--- src/rtl/mem_stage_pkg.sv ---
// Shared types and constants for the MEM pipeline stage.
package mem_stage_pkg;

  typedef enum logic {
    IDLE   = 1'b0,
    ACCESS = 1'b1
  } state_t;

  localparam int MEM_RD = 1;
  localparam int MEM_WR = 0;

  localparam logic [1:0] WB_NOP = 2'b00;

endpackage

--- src/rtl/mem_stage_mem_wb_reg.sv ---
// MEM/WB pipeline register: load captures all fields, bubble clears only the WB control.
module mem_wb_reg
  import mem_stage_pkg::*;
#(
  parameter int DW = 32
) (
  input  logic          clk,
  input  logic          rst,
  input  logic          load_i,
  input  logic          bubble_i,
  input  logic [1:0]    wb_i,
  input  logic [DW-1:0] rdata_i,
  input  logic [DW-1:0] alu_i,
  input  logic [4:0]    wn_i,
  output logic [1:0]    wb_o,
  output logic [DW-1:0] rdata_o,
  output logic [DW-1:0] alu_o,
  output logic [4:0]    wn_o
);

  logic [1:0]    wb_q;
  logic [DW-1:0] rdata_q;
  logic [DW-1:0] alu_q;
  logic [4:0]    wn_q;

  // Bubble leaves data fields holding; only the control field is neutralised.
  always_ff @(posedge clk) begin
    if (!rst) begin
      wb_q    <= WB_NOP;
      rdata_q <= '0;
      alu_q   <= '0;
      wn_q    <= '0;
    end else if (load_i) begin
      wb_q    <= wb_i;
      rdata_q <= rdata_i;
      alu_q   <= alu_i;
      wn_q    <= wn_i;
    end else if (bubble_i) begin
      wb_q    <= WB_NOP;
    end
  end

  assign wb_o    = wb_q;
  assign rdata_o = rdata_q;
  assign alu_o   = alu_q;
  assign wn_o    = wn_q;

endmodule

--- src/rtl/mem_stage.sv ---
// MEM stage: data-memory req/ack sequencing, stall generation, MEM/WB register.
// Optional address alignment check enabled by defining MEM_ALIGN_CHECK_EN.
module mem_stage
  import mem_stage_pkg::*;
#(
  parameter int DW      = 32,
  parameter int TIMEOUT = 16
) (
  input  logic          clk,
  input  logic          rst,
  input  logic [1:0]    WB_in,
  input  logic [1:0]    MEM_in,
  input  logic [DW-1:0] alu_in,
  input  logic [DW-1:0] RD2_in,
  input  logic [4:0]    WN_in,
  input  logic          dmem_ack,
  input  logic [DW-1:0] dmem_rdata,
  output logic          dmem_req,
  output logic          dmem_we,
  output logic [DW-1:0] dmem_addr,
  output logic [DW-1:0] dmem_wdata,
  output logic          stall_out,
  output logic [1:0]    WB_out,
  output logic [DW-1:0] rdata_out,
  output logic [DW-1:0] alu_out,
  output logic [4:0]    WN_out,
  output logic          err_out,
  output logic          misalign_out
);

  localparam int            CW       = $clog2(TIMEOUT);
  localparam logic [CW-1:0] CNT_LAST = CW'(TIMEOUT - 1);

  state_t        state_q, state_d;
  logic [CW-1:0] cnt_q, cnt_d;
  logic          err_q, err_d;
  logic          misalign_q, misalign_d;
  logic          load, bubble;
  logic [DW-1:0] rdata_sel;
  logic          memop, misaligned;

  assign memop = (MEM_in != 2'b00);

`ifdef MEM_ALIGN_CHECK_EN
  assign misaligned = (alu_in[1:0] != 2'b00);
`else
  assign misaligned = 1'b0;
`endif

  assign dmem_addr  = alu_in;
  assign dmem_wdata = RD2_in;

  always_comb begin
    state_d    = state_q;
    cnt_d      = cnt_q;
    err_d      = err_q;
    misalign_d = 1'b0;
    stall_out  = 1'b0;
    dmem_req   = 1'b0;
    dmem_we    = 1'b0;
    load       = 1'b0;
    bubble     = 1'b0;
    rdata_sel  = '0;
    case (state_q)
      IDLE: begin
        if (!memop) begin
          load = 1'b1;
        end else if (misaligned) begin
          bubble     = 1'b1;
          misalign_d = 1'b1;
        end else begin
          stall_out = 1'b1;
          bubble    = 1'b1;
          state_d   = ACCESS;
          cnt_d     = '0;
        end
      end
      ACCESS: begin
        dmem_req = 1'b1;
        // 2'b11 counts as a read, so a store needs RD clear.
        dmem_we  = MEM_in[MEM_WR] & ~MEM_in[MEM_RD];
        if (dmem_ack) begin
          load      = 1'b1;
          rdata_sel = MEM_in[MEM_RD] ? dmem_rdata : '0;
          state_d   = IDLE;
        end else if (cnt_q == CNT_LAST) begin
          bubble  = 1'b1;
          err_d   = 1'b1;
          state_d = IDLE;
        end else begin
          stall_out = 1'b1;
          bubble    = 1'b1;
          cnt_d     = cnt_q + 1'b1;
        end
      end
      default: state_d = IDLE;
    endcase
  end

  always_ff @(posedge clk) begin
    if (!rst) begin
      state_q    <= IDLE;
      cnt_q      <= '0;
      err_q      <= 1'b0;
      misalign_q <= 1'b0;
    end else begin
      state_q    <= state_d;
      cnt_q      <= cnt_d;
      err_q      <= err_d;
      misalign_q <= misalign_d;
    end
  end

  assign err_out      = err_q;
  assign misalign_out = misalign_q;

  mem_wb_reg #(.DW(DW)) u_mem_wb_reg (
    .clk      (clk),
    .rst      (rst),
    .load_i   (load),
    .bubble_i (bubble),
    .wb_i     (WB_in),
    .rdata_i  (rdata_sel),
    .alu_i    (alu_in),
    .wn_i     (WN_in),
    .wb_o     (WB_out),
    .rdata_o  (rdata_out),
    .alu_o    (alu_out),
    .wn_o     (WN_out)
  );

endmodule

--- config.mk ---
export PLATFORM = sky130hd
export DESIGN_NAME = mem_stage
export DESIGN_NICKNAME = d
export VERILOG_FILES = /design/src/rtl/mem_stage_pkg.sv /design/src/rtl/mem_stage_mem_wb_reg.sv /design/src/rtl/mem_stage.sv
export SDC_FILE = /design/constraint.sdc
export NUM_CORES = 1
export LEC_CHECK = 0
export ABC_AREA = 1
export CAP_MARGIN = 20
export CORE_MARGIN = 10
export CORE_UTILIZATION = 29
export CTS_CLUSTER_DIAMETER = 100
export CTS_CLUSTER_SIZE = 14
export DETAILED_ROUTE_END_ITERATION = 10
export PLACE_DENSITY = 0.74
export SYNTH_ARGS = -nofsm -noshare
export SYNTH_HDL_FRONTEND = slang
export SYNTH_SLANG_ARGS = --single-unit
--- constraint.sdc ---
create_clock -name clk -period 2 [get_ports clk]
set_clock_uncertainty 0.05 [all_clocks]
set_input_delay 0.2 -clock clk [delete_from_list [all_inputs] [get_ports clk]]
set_output_delay 0.2 -clock clk [all_outputs]
set_load 0.01 [all_outputs]
# Word level (Yosys, flattened, before mapping)
# Cells that the tools add are included.
word_totals:
  reg_bits: 77
  elab_cells: 40
op_classes:
  n_addsub: 1
  n_eq_ne: 4
  mux: 20
  n_bitwise: 4
  reduce_logical: 4
ops:
  columns: ["op", "n"]
  rows:
  - ["two-way mux 32 bit", 3]
  - ["two-way mux 4 bit", 3]
  - ["two-way mux 1 bit", 8]
  - ["one-hot mux 4 bit (2 select lines)", 1]
  - ["!= test 2 bit (second input constant)", 3]
  - ["one-hot mux 1 bit (2 select lines)", 3]
  - ["AND reduction 3 bit", 2]
  - ["adder 4 x 1 -> 4 bit (second input constant)", 1]
  - ["== test 4 bit (second input constant)", 1]
  - ["two-way mux 2 bit", 2]
  - ["nonzero test 2 bit", 2]
  - ["NOT 1 bit", 3]
  - ["AND 1 bit", 1]

# Longest topological paths before layout
# Gate-level depths: netlist of the first run.
logic_depth:
  depth_word: 5
  ltp_mapped: 7

# Hierarchy
# Synthesis of the first run repeated with hierarchy kept, for this count alone.
hier_totals:
  cells_unflattened: 489
  hier_area_um2: 3569.7
modules_own_cells:
  columns: ["mod", "instances", "cells_per_inst", "area_per_inst_um2"]
  rows:
  - ["mem_wb_reg", 1, 309, 2481.1]
  - ["mem_stage", 1, 180, 1088.5]

# Least setup slack after synthesis of the first run
# OpenSTA, ideal clock, no wires.
synth_timing:
  kind: "reg-to-reg"
  startpoint: "register cnt_q[0]"
  endpoint: "register cnt_q[0]"
  setup_ps: 116
  arrival_time_ps: 1061
  setup_slack_ps: 773
  path_stages_with_launch: 8
  path_cell_list: "dfxtp_1 ha_1 nand3_1 nand2_1 nand2_1 inv_1 nor2_1 nor2_1"
synth_between:
  elab_chain_cells: 4
synth_rtl:
  columns: ["item", "line_no", "text"]
  rows:
  - ["start, declared", "mem_stage.sv:35", "logic [CW-1:0] cnt_q, cnt_d;"]
  - ["start signal, assigned", "mem_stage.sv:108", "cnt_q <= cnt_d;"]
  - ["adder 4 x 1 -> 4 bit", "mem_stage.sv:93", "cnt_d = cnt_q + 1'b1;"]
  - ["two-way mux 4 bit", "mem_stage.sv:86", "end else if (cnt_q == CNT_LAST) begin"]
  - ["two-way mux 4 bit", "mem_stage.sv:82", "if (dmem_ack) begin"]
  - ["one-hot mux 4 bit (2 select lines)", "mem_stage.sv:64", "case (state_q)"]
# Several ways; a longest one is shown, not always the timed one. The select of a mux whose other input is x is not followed.
# A chain may end at the register's enable or synchronous reset.

# Final worst setup path of the first run
layout_timing:
  startpoint: "register cnt_q[1]"
  endpoint: "output port stall_out"
layout_between:
  elab_chain_cells: 4
layout_rtl:
  columns: ["item", "line_no", "text"]
  rows:
  - ["== test 4 bit", "mem_stage.sv:86", null]
  - ["two-way mux 1 bit", "mem_stage.sv:86", null]
  - ["two-way mux 1 bit", "mem_stage.sv:82", null]
  - ["one-hot mux 1 bit (2 select lines)", "mem_stage.sv:64", null]
  - ["end, declared", "mem_stage.sv:22", "output logic stall_out,"]
# Every way passes these cells.

==> results of run 1 <==
[cell usage in the layout, fill, tap and decap left out]
| master | count |
|---|---|
| inv_2 | 2 |
| ha_1 | 1 |
| nand4_1 | 1 |
| nor2_1 | 12 |
| bufinv_16 | 2 |
| buf_4 | 3 |
| clkinv_2 | 2 |
| o21ai_0 | 1 |
| clkbuf_8 | 1 |
| dlygate4sd2_1 | 1 |
| clkinv_4 | 1 |
| clkdlybuf4s50_1 | 181 |
| conb_1 | 1 |
| dfxtp_1 | 76 |
| nand3_1 | 43 |
| nor2_2 | 1 |
| nand2_1 | 114 |
| clkbuf_16 | 9 |
| inv_1 | 6 |
| nand2_2 | 2 |
| clkinvlp_4 | 1 |
| buf_12 | 5 |
| a21oi_1 | 72 |
| o21ai_4 | 1 |
| dfxtp_2 | 1 |
[through the flow]
step / instances / utilization (%)
2_1_floorplan: 424 / -
3_3_place_gp: 664 / 43.7
3_5_place_dp: 664 / 43.7
4_1_cts: 680 / 46.7
5_1_grt: 680 / 46.7
6_report: 680 / 46.7
[area by class of cell]
| class | count | area [um2] |
|---|---|---|
| multi-input cells | 249 | 1110 |
| clock inverters | 6 | 86.3 |
| clock buffers | 10 | 239 |
| inverters | 8 | 30.0 |
| flip-flops and latches | 77 | 1540 |
| well taps | 140 | 175 |
| repair buffers | 190 | 1940 |
| fillers | 1046 | 5860 |
[worst paths after layout]
| kind | startpoint | to |
|---|---|---|
| setup / recovery | cnt_q[1]$_SDFFE_PN0P_ | stall_out |
| hold / removal | RD2_in[15] | dmem_wdata[15] |
| setup reg to reg | state_q$_SDFF_PN0_ | u_mem_wb_reg.rdata_o[8]$_SDFFE_PN0N_ |
| hold reg to reg | u_mem_wb_reg.rdata_o[25]$_SDFFE_PN0N_ | u_mem_wb_reg.rdata_o[25]$_SDFFE_PN0N_ |
[critical path, cell delays in order (launching register included)]
cell and delay (ps):
dfxtp_1 390, ha_1 210, nand3_1 120, nand2_1 150, nand2_1 120, dlygate4sd2_1 310
[state kept, by name, summed over array words and instances, names as in the netlist]
signal / count
cnt_q: 4
u_mem_wb_reg.wn_o: 5
u_mem_wb_reg.alu_o: 32
u_mem_wb_reg.wb_o: 2
err_out: 1
state_q: 1
u_mem_wb_reg.rdata_o: 32
[synth_stat cells, types with 2 or more instances]
library cell,count
nand2_1,114
dfxtp_1,77
a21oi_1,72
buf_4,69
nand3_1,43
buf_2,12
nor2_1,12
clkbuf_1,9
inv_1,6
inv_2,2
nand2_2,2
[metal layers]
layer | track usage [%] | vias up | part of all wire [%]
met5 | 0 | - | 0
met4 | 4.82 | 0 | 1.9
met3 | 8.16 | 28 | 13
met2 | 22.3 | 136 | 49
met1 | 12.3 | 1398 | 36
li1 | - | 1537 | -
[power by group]
part | total (W) | switching [W] | internal (W)
sequential | 0.00165 | 0.0000399 | 0.00161
combinational | 0.000732 | 0.000332 | 0.000400
clock | 0.00176 | 0.000639 | 0.00112
[cells by family after synthesis]
kind of cell / synth area share, %
fa+ha+maj: 0.381
buf+inv: 19.5
simple gates: 21.7
flops: 46.9
other cells: 0.114
compound gates: 11.4
==> metrics.yaml, run 1 <==
run_status:
  run_status: "complete, no violations"
finish:
  area_delta_synth_final_pct: 56.0
  fraction_of_final_layout_cells_sized_beyond_drive_strength_1_pct: 5.74
  nets: 644
  final_area_um2: 5130
  antenna-diode-count: 0
cts:
  number_of_hold_buffers_added_after_cts: 0
  post_cts.resized_instances: 1
  cts_max_path_buffers: 2
  cts_htree_levels: 3
  cts_buffers: 9
  clock_tree.root_cell: "clkbuf_16"
  clk_pin_slew_ps: 60
  cts.repair_timing.setup_buffer_count: 0
  clkLatencyLatePin_ps: 330
  clock_sink_count: 77
  tritoncts: "built"
detailed_routing:
  detail_route.wirelength_um: 11000
  route.detailed.wl_per_inst_um: 16.2
  route.detailed.drc: 0
  detailedRoute.firstPassIterationCount: 4
  final_antenna_net_count: 0
  dr_total_vias: 3099
  avgViaCountPerCell: 4.56
  drt_iter0_drc: 113
place:
  io_buffers: 182
  finalWeightedCongestion: 0.822
  pre_cts_ws_ps: 130
  placement.cell_area_um2: 4800
  half_perimeter_wire_length_of_the_detailed_placement_result_um: 8440
synth:
  synth_top_area_share_pct: 46.9
  synthesis.nets: 533
  ys.flop_type: "dfxtp_1"
  ys.warnings.count: 0
  synthArstFlopShare_pct: 0
  seq_area_frac_synth_pct: 46.9
  ys_seq_elements: 77
  netlist-cell-type-count: 17
  syn_avg_cell_area_um2: 7.75
  syn_area_um2: 3290
  post_synth_inst_count: 424
  biggest_area_contributors_in_the_synthesized_netlist: "dfxtp_1, buf_4, nand2_1"
  number_of_synthesized_flops_with_an_enable_pin: 0
  synth_top_cell_by_area: "dfxtp_1"
power:
  cellLeakagePower_nw: 1.86
  power_per_cell_area_nw_per_um2: 809
  power.ir.vdd_worst_v: 0.000420
  design_power_total_w: 0.00415
die:
  die_height_um: 126
  floorplan.rows: 38
  chipWidth_um: 126
  die_footprint_um2: 16000
  fp.coreArea_um2: 11000
  ioPinCount: 248
  start_util_pct: 29.9
timing:
  setup_viol: 0
  final-hold-violation-count: 0
  worst_hold_slack_ps: 350
  final.period_utilization_pct: 93.8
  setup_total_neg_slack_ps: 0
  fmax_mhz: 533
  rsz_0062_raised_after_global_routing: "no"
  report.final.slew_viol_count: 0
  finalWorstSetupSlack_ps: 124
  final_period_minus_worst_setup_slack_ps: 1880
worst_setup_path:
  start_kind: "flip-flop"
  worst_setup_path_end_kind: "output pin"
  cp_data_required_time_ps: 1750
  kind_of_critical_path: "flip-flop to output pin"
  regToRegSetupSlack_ps: 520
  rr_worst_depth: 7
  largest_fanout_on_the_critical_path: 4
  worstPathArrival_ps: 1630
global_routing:
  maximum_number_of_pins_on_one_net_before_global_route_repair: 72
  grt_pass1_wl_um: 17000
  overflow: 0
  antenna_found_initial: 0
  track_usage_pct: 13.0
  first_global_vias: 3158
hold_path:
  min_path_type: "input pin to output pin"
  number_of_stages_on_the_worst_hold_path: 0
job:
  drv_cap: 0
Power figures use the tool's default switching activity.
==> run 2: changes to the inputs <==
CAP_MARGIN = 0   (was 20)
==> results of run 2 <==
Same layout as run 1: the final DEF is identical, and so are final timing and power.
==> run 3: changes to the inputs <==
CTS_BUF_LIST = sky130_fd_sc_hd__clkbuf_8   (was not set)
==> metrics.yaml, run 3 (synthesized netlist as in run 1, its figures left out) <==
detailed_routing:
  dr_total_vias: 3093
  detail_route.wirelength_um: 10900
  detailedRoute.firstPassIterationCount: 4
  drt_iter0_drc: 97
  route.detailed.drc: 0
  final_antenna_net_count: 0
  avgViaCountPerCell: 4.55
  route.detailed.wl_per_inst_um: 16.1
power:
  cellLeakagePower_nw: 1.82
  power_per_cell_area_nw_per_um2: 734
  power.ir.vdd_worst_v: 0.000365
die:
  die_height_um: 126
  floorplan.rows: 38
  start_util_pct: 29.9
  fp.coreArea_um2: 11000
  die_footprint_um2: 16000
  ioPinCount: 248
  chipWidth_um: 126
finish:
  num-fill-cells: 1059
  final_common_cell: "clkdlybuf4s50_1"
  final_area_um2: 5030
  fraction_of_final_layout_cells_sized_beyond_drive_strength_1_pct: 5.93
  antenna-diode-count: 0
  area_delta_synth_final_pct: 53.0
  ff_latch_area_um2: 1540
  layout.cells.most_common_list: "clkdlybuf4s50_1, nand2_1, dfxtp_1"
  nets: 644
  multiInputGateArea_um2: 1110
timing:
  rsz_0062_raised_after_global_routing: "no"
  final-hold-violation-count: 0
  final_period_minus_worst_setup_slack_ps: 1860
  setup_viol: 0
  setup_total_neg_slack_ps: 0
  final.period_utilization_pct: 93.1
  fmax_mhz: 537
  report.final.slew_viol_count: 0
cts:
  number_of_hold_buffers_added_after_cts: 0
  clk_pin_slew_ps: 80
  clock_sink_count: 77
  cts_max_path_buffers: 2
  clkLatencyLatePin_ps: 340
  cts.repair_timing.setup_buffer_count: 0
  tritoncts: "built"
  post_cts.resized_instances: 1
  cts_htree_levels: 3
  cts_buffers: 9
  clock_tree.root_cell: "clkbuf_8"
hold_path:
  hp-start: "RD2_in[15]"
  min_path_type: "input pin to output pin"
global_routing:
  globalRoute.busiestLayer: "met2"
  grt.met3_usage_pct: 8.04
  antenna_found_initial: 0
  first_global_vias: 3160
  maximum_number_of_pins_on_one_net_before_global_route_repair: 72
  grt_pass1_wl_um: 17000
  grt_use_met1_pct: 12.2
  met2_global_route_usage_pct: 22.3
  overflow: 0
  track_usage_pct: 12.9
place:
  half_perimeter_wire_length_of_the_detailed_placement_result_um: 8440
  finalWeightedCongestion: 0.822
  io_buffers: 182
  placement.cell_area_um2: 4800
worst_setup_path:
  kind_of_critical_path: "flip-flop to output pin"
  cp_data_required_time_ps: 1750
  cp-startpoint: "cnt_q[1]$_SDFFE_PN0P_"
  start_kind: "flip-flop"
  worstPathArrival_ps: 1610
  worst_setup_path_end_kind: "output pin"
  crit-reg2reg-launch: "state_q$_SDFF_PN0_"
  largest_fanout_on_the_critical_path: 4
job:
  drv_cap: 0
run_status:
  run_status: "complete, no violations"
==> run 3: where the power goes <==
part,leakage [nW],internal [W],switching [W]
registers,0.629,0.00161,0.0000397
clock network,0.112,0.000735,0.000577
logic,1.07,0.000401,0.000329
==> run 3: final timing paths <==
kind	cells after the start	slack, ps	endpoint
setup / recovery	5	140	stall_out
hold / removal	0	350	dmem_wdata[15]
setup reg to reg	7	520	u_mem_wb_reg.rdata_o[8]$_SDFFE_PN0N_
hold reg to reg	2	410	u_mem_wb_reg.rdata_o[25]$_SDFFE_PN0N_
==> run 3: area by class of cell <==
class / instances / share of cell area, %
clock inverter: 6 / 1.72
timing repair buffer: 190 / 38.6
sequential: 77 / 30.7
tap: 140 / 3.48
multi-input combinational: 249 / 22.1
clock buffer: 10 / 2.74
inverter: 8 / 0.597
==> run 3: through the flow <==
step	total power (W)	hold WS (ps)	instances	utilization, %	setup WS (ps)
floorplan	0.00207	269	424	-	773
global placement	0.00241	350	664	43.7	195
detailed placement	0.00243	350	664	43.7	130
CTS	0.00376	330	680	45.8	70.6
global route	0.00388	345	680	45.8	36.1
finish	0.00369	350	680	45.8	138
==> run 3: worst max-delay path, stage by stage, from the launching register on <==
cell           delay (ps)
dfxtp_1               390
ha_1                  210
nand3_1               130
nand2_2               120
nand2_1               110
dlygate4sd2_1         310
==> run 3: layer usage <==
layer	share of wire, %	wire (um)	vias up
li1	-	-	1535
met5	0	0	-
met2	50	5440	145
met1	35	3840	1386
met3	13	1440	27
met4	2.0	218	0
==> edit: new RTL, flow settings as in run 1 <==
The parameter `TIMEOUT` goes from 16 to 32.
--- a/src/rtl/mem_stage.sv
+++ b/src/rtl/mem_stage.sv
@@ -5,5 +5,5 @@
 #(
   parameter int DW      = 32,
-  parameter int TIMEOUT = 16
+  parameter int TIMEOUT = 32
 ) (
   input  logic          clk,
Behaviour: no difference found for any inputs over 10 cycles, from zero or initial values and one cycle with rst low; that may be too few to reach the edited logic, so the function may still have changed.
==> edit against run 1 <==
- highest routed layer unchanged
- sequential cell count increased by 1
- power shrank 3.4%
- wire length fell by 4.5%
- worst setup slack gained 21 ps
- final cell count is 0.29% lower
- cell area down 1.8%
- synthesized area decreased by 0.49%
- clock power down 14%
==> edit: results (changes against run 1) <==
[global_routing]
track_usage_pct = 12.5  ; -0.46 points
grt_pass1_wl_um = 16500  ; -3.2%
antenna_found_initial = 0  ; unchanged
grt_max_degree = 40  ; -44%
grt_pass1_vias = 3066  ; -2.9%
grt.overflow.total = 0  ; unchanged

[worst_setup_path]
cp.arrival_ps = 1600  ; -30 ps
ff2ff_path_depth = 10  ; +3
path_max_fanout = 3  ; -1

[route]
firstDrtPassIters = 4  ; unchanged
vias_per_cell = 4.45  ; -2.4%
drt_iter0_drc = 226  ; +100%
wirelength_um = 10500  ; -4.5%
final_antenna_net_count = 0  ; unchanged

[clocking]
cts_max_level = 3  ; unchanged
cts_inserted_buffers = 9  ; unchanged
cts_root_buf = clkbuf_16
path_clk_slew_ps = 60  ; about the same
clk-insertion-delay-late_ps = 320
cts_buffer_depth = 2  ; unchanged

[yosys]
postSynth.asyncResetShare_pct = 0  ; unchanged
synth.net_count = 531  ; -0.38%
ys_dominant_reg_cell = dfxtp_1
syn_area_per_cell_um2 = 7.77  ; +0.21%
yosys-top-cells-count = 82 x nor2_1, 78 x dfxtp_1, 77 x nand2_1
yosysWarnings = 0  ; unchanged
yosysSeqAreaShare_pct = 47.7  ; +0.85 points
synth_cell_type_count = 19  ; +2
netlist_top_cells_area = dfxtp_1 48%, buf_4 15%, nor2_1 9.4%

[place]
dpl_worst_slack_ps = 9.95  ; -120 ps
io_buffers = 182  ; unchanged
place_congestion = 0.789  ; -4.1%
dp_hpwl_um = 8300  ; -1.6%

[final_layout]
fin_nets = 645  ; +0.16%
drive_above_1_share_pct = 5.20  ; -0.54 points
antenna_cells = 0  ; unchanged
fill_cells = 1065  ; +1.8%

[worst_hold_path]
holdPathStages = 0  ; unchanged
holdCritPathClass = primary input to primary output

[status]
status = completed

[power_and_ir_drop]
ir_worst_vdd_v = 0.000416  ; -1.0%
p_leak_nw = 1.88  ; +1.1%

-- edit: routing by layer --
metal,share of wire [%],global-route usage [%]
met5,0,0
met4,1.1,4.29
met3,14,7.55
met2,46,20.2
met1,39,13.3
-- edit: report_power, final --
| group | internal [mW] | switching, mW | leakage [nW] |
|---|---|---|---|
| logic | 0.441 | 0.352 | 1.11 |
| clock network | 0.951 | 0.558 | 0.132 |
| registers | 1.65 | 0.0525 | 0.640 |
| total | 3.05 | 0.962 | 1.88 |
-- edit: kinds of logic after synthesis --
logic type               after synthesis  synth area share [%]
adder cells (fa/ha/maj)                2                 0.765
other                                  1                 0.115
flip-flops                            78                  47.7
AO/OA/AOI/OAI                         78                  12.3
AND/OR/NAND/NOR                      167                  19.7
buffers and inverters                 95                  19.4
-- edit: path summary, 6_finish.rpt --
path	start	to	slack, ps
min reg2reg	err_out	err_out	400
max	cnt_q[1]	stall_out	150
max reg2reg	cnt_q[1]	cnt_q[2]	280
min	RD2_in[18]	dmem_wdata[18]	350
-- edit: final cells by class --
class | count | area share [%]
flip-flops and latches | 78 | 31.0
repair buffers | 190 | 38.0
inverters | 8 | 0.596
multi-input cells | 248 | 21.5
well taps | 140 | 3.48
clock buffers | 12 | 4.70
clock inverters | 2 | 0.696
-- edit: critical path, cell delays in order, from the launching register on --
cell and delay [ps]:
dfxtp_1 330, ha_2 190, and3_1 180, ha_1 180, nor2_1 90, nand2_1 90, nand2_2 90, buf_2 130
-- edit: timing repair --
action | 4_1_cts | 5_1_grt
setup buffers | 0 | 0
gates resized for setup | 5 | 2
pin swaps | 0 | 1
endpoints found under the setup margin | 1 | 1
-- edit: per-stage QoR --
stage               cells  instance area (µm²)  util [%]
floorplan             421                 3270         -
global placement      664                 4760      43.5
detailed placement    664                 4760      43.5
CTS                   678                 5040      46.1
global route          678                 5030      46.0
finish                678                 5030      46.0
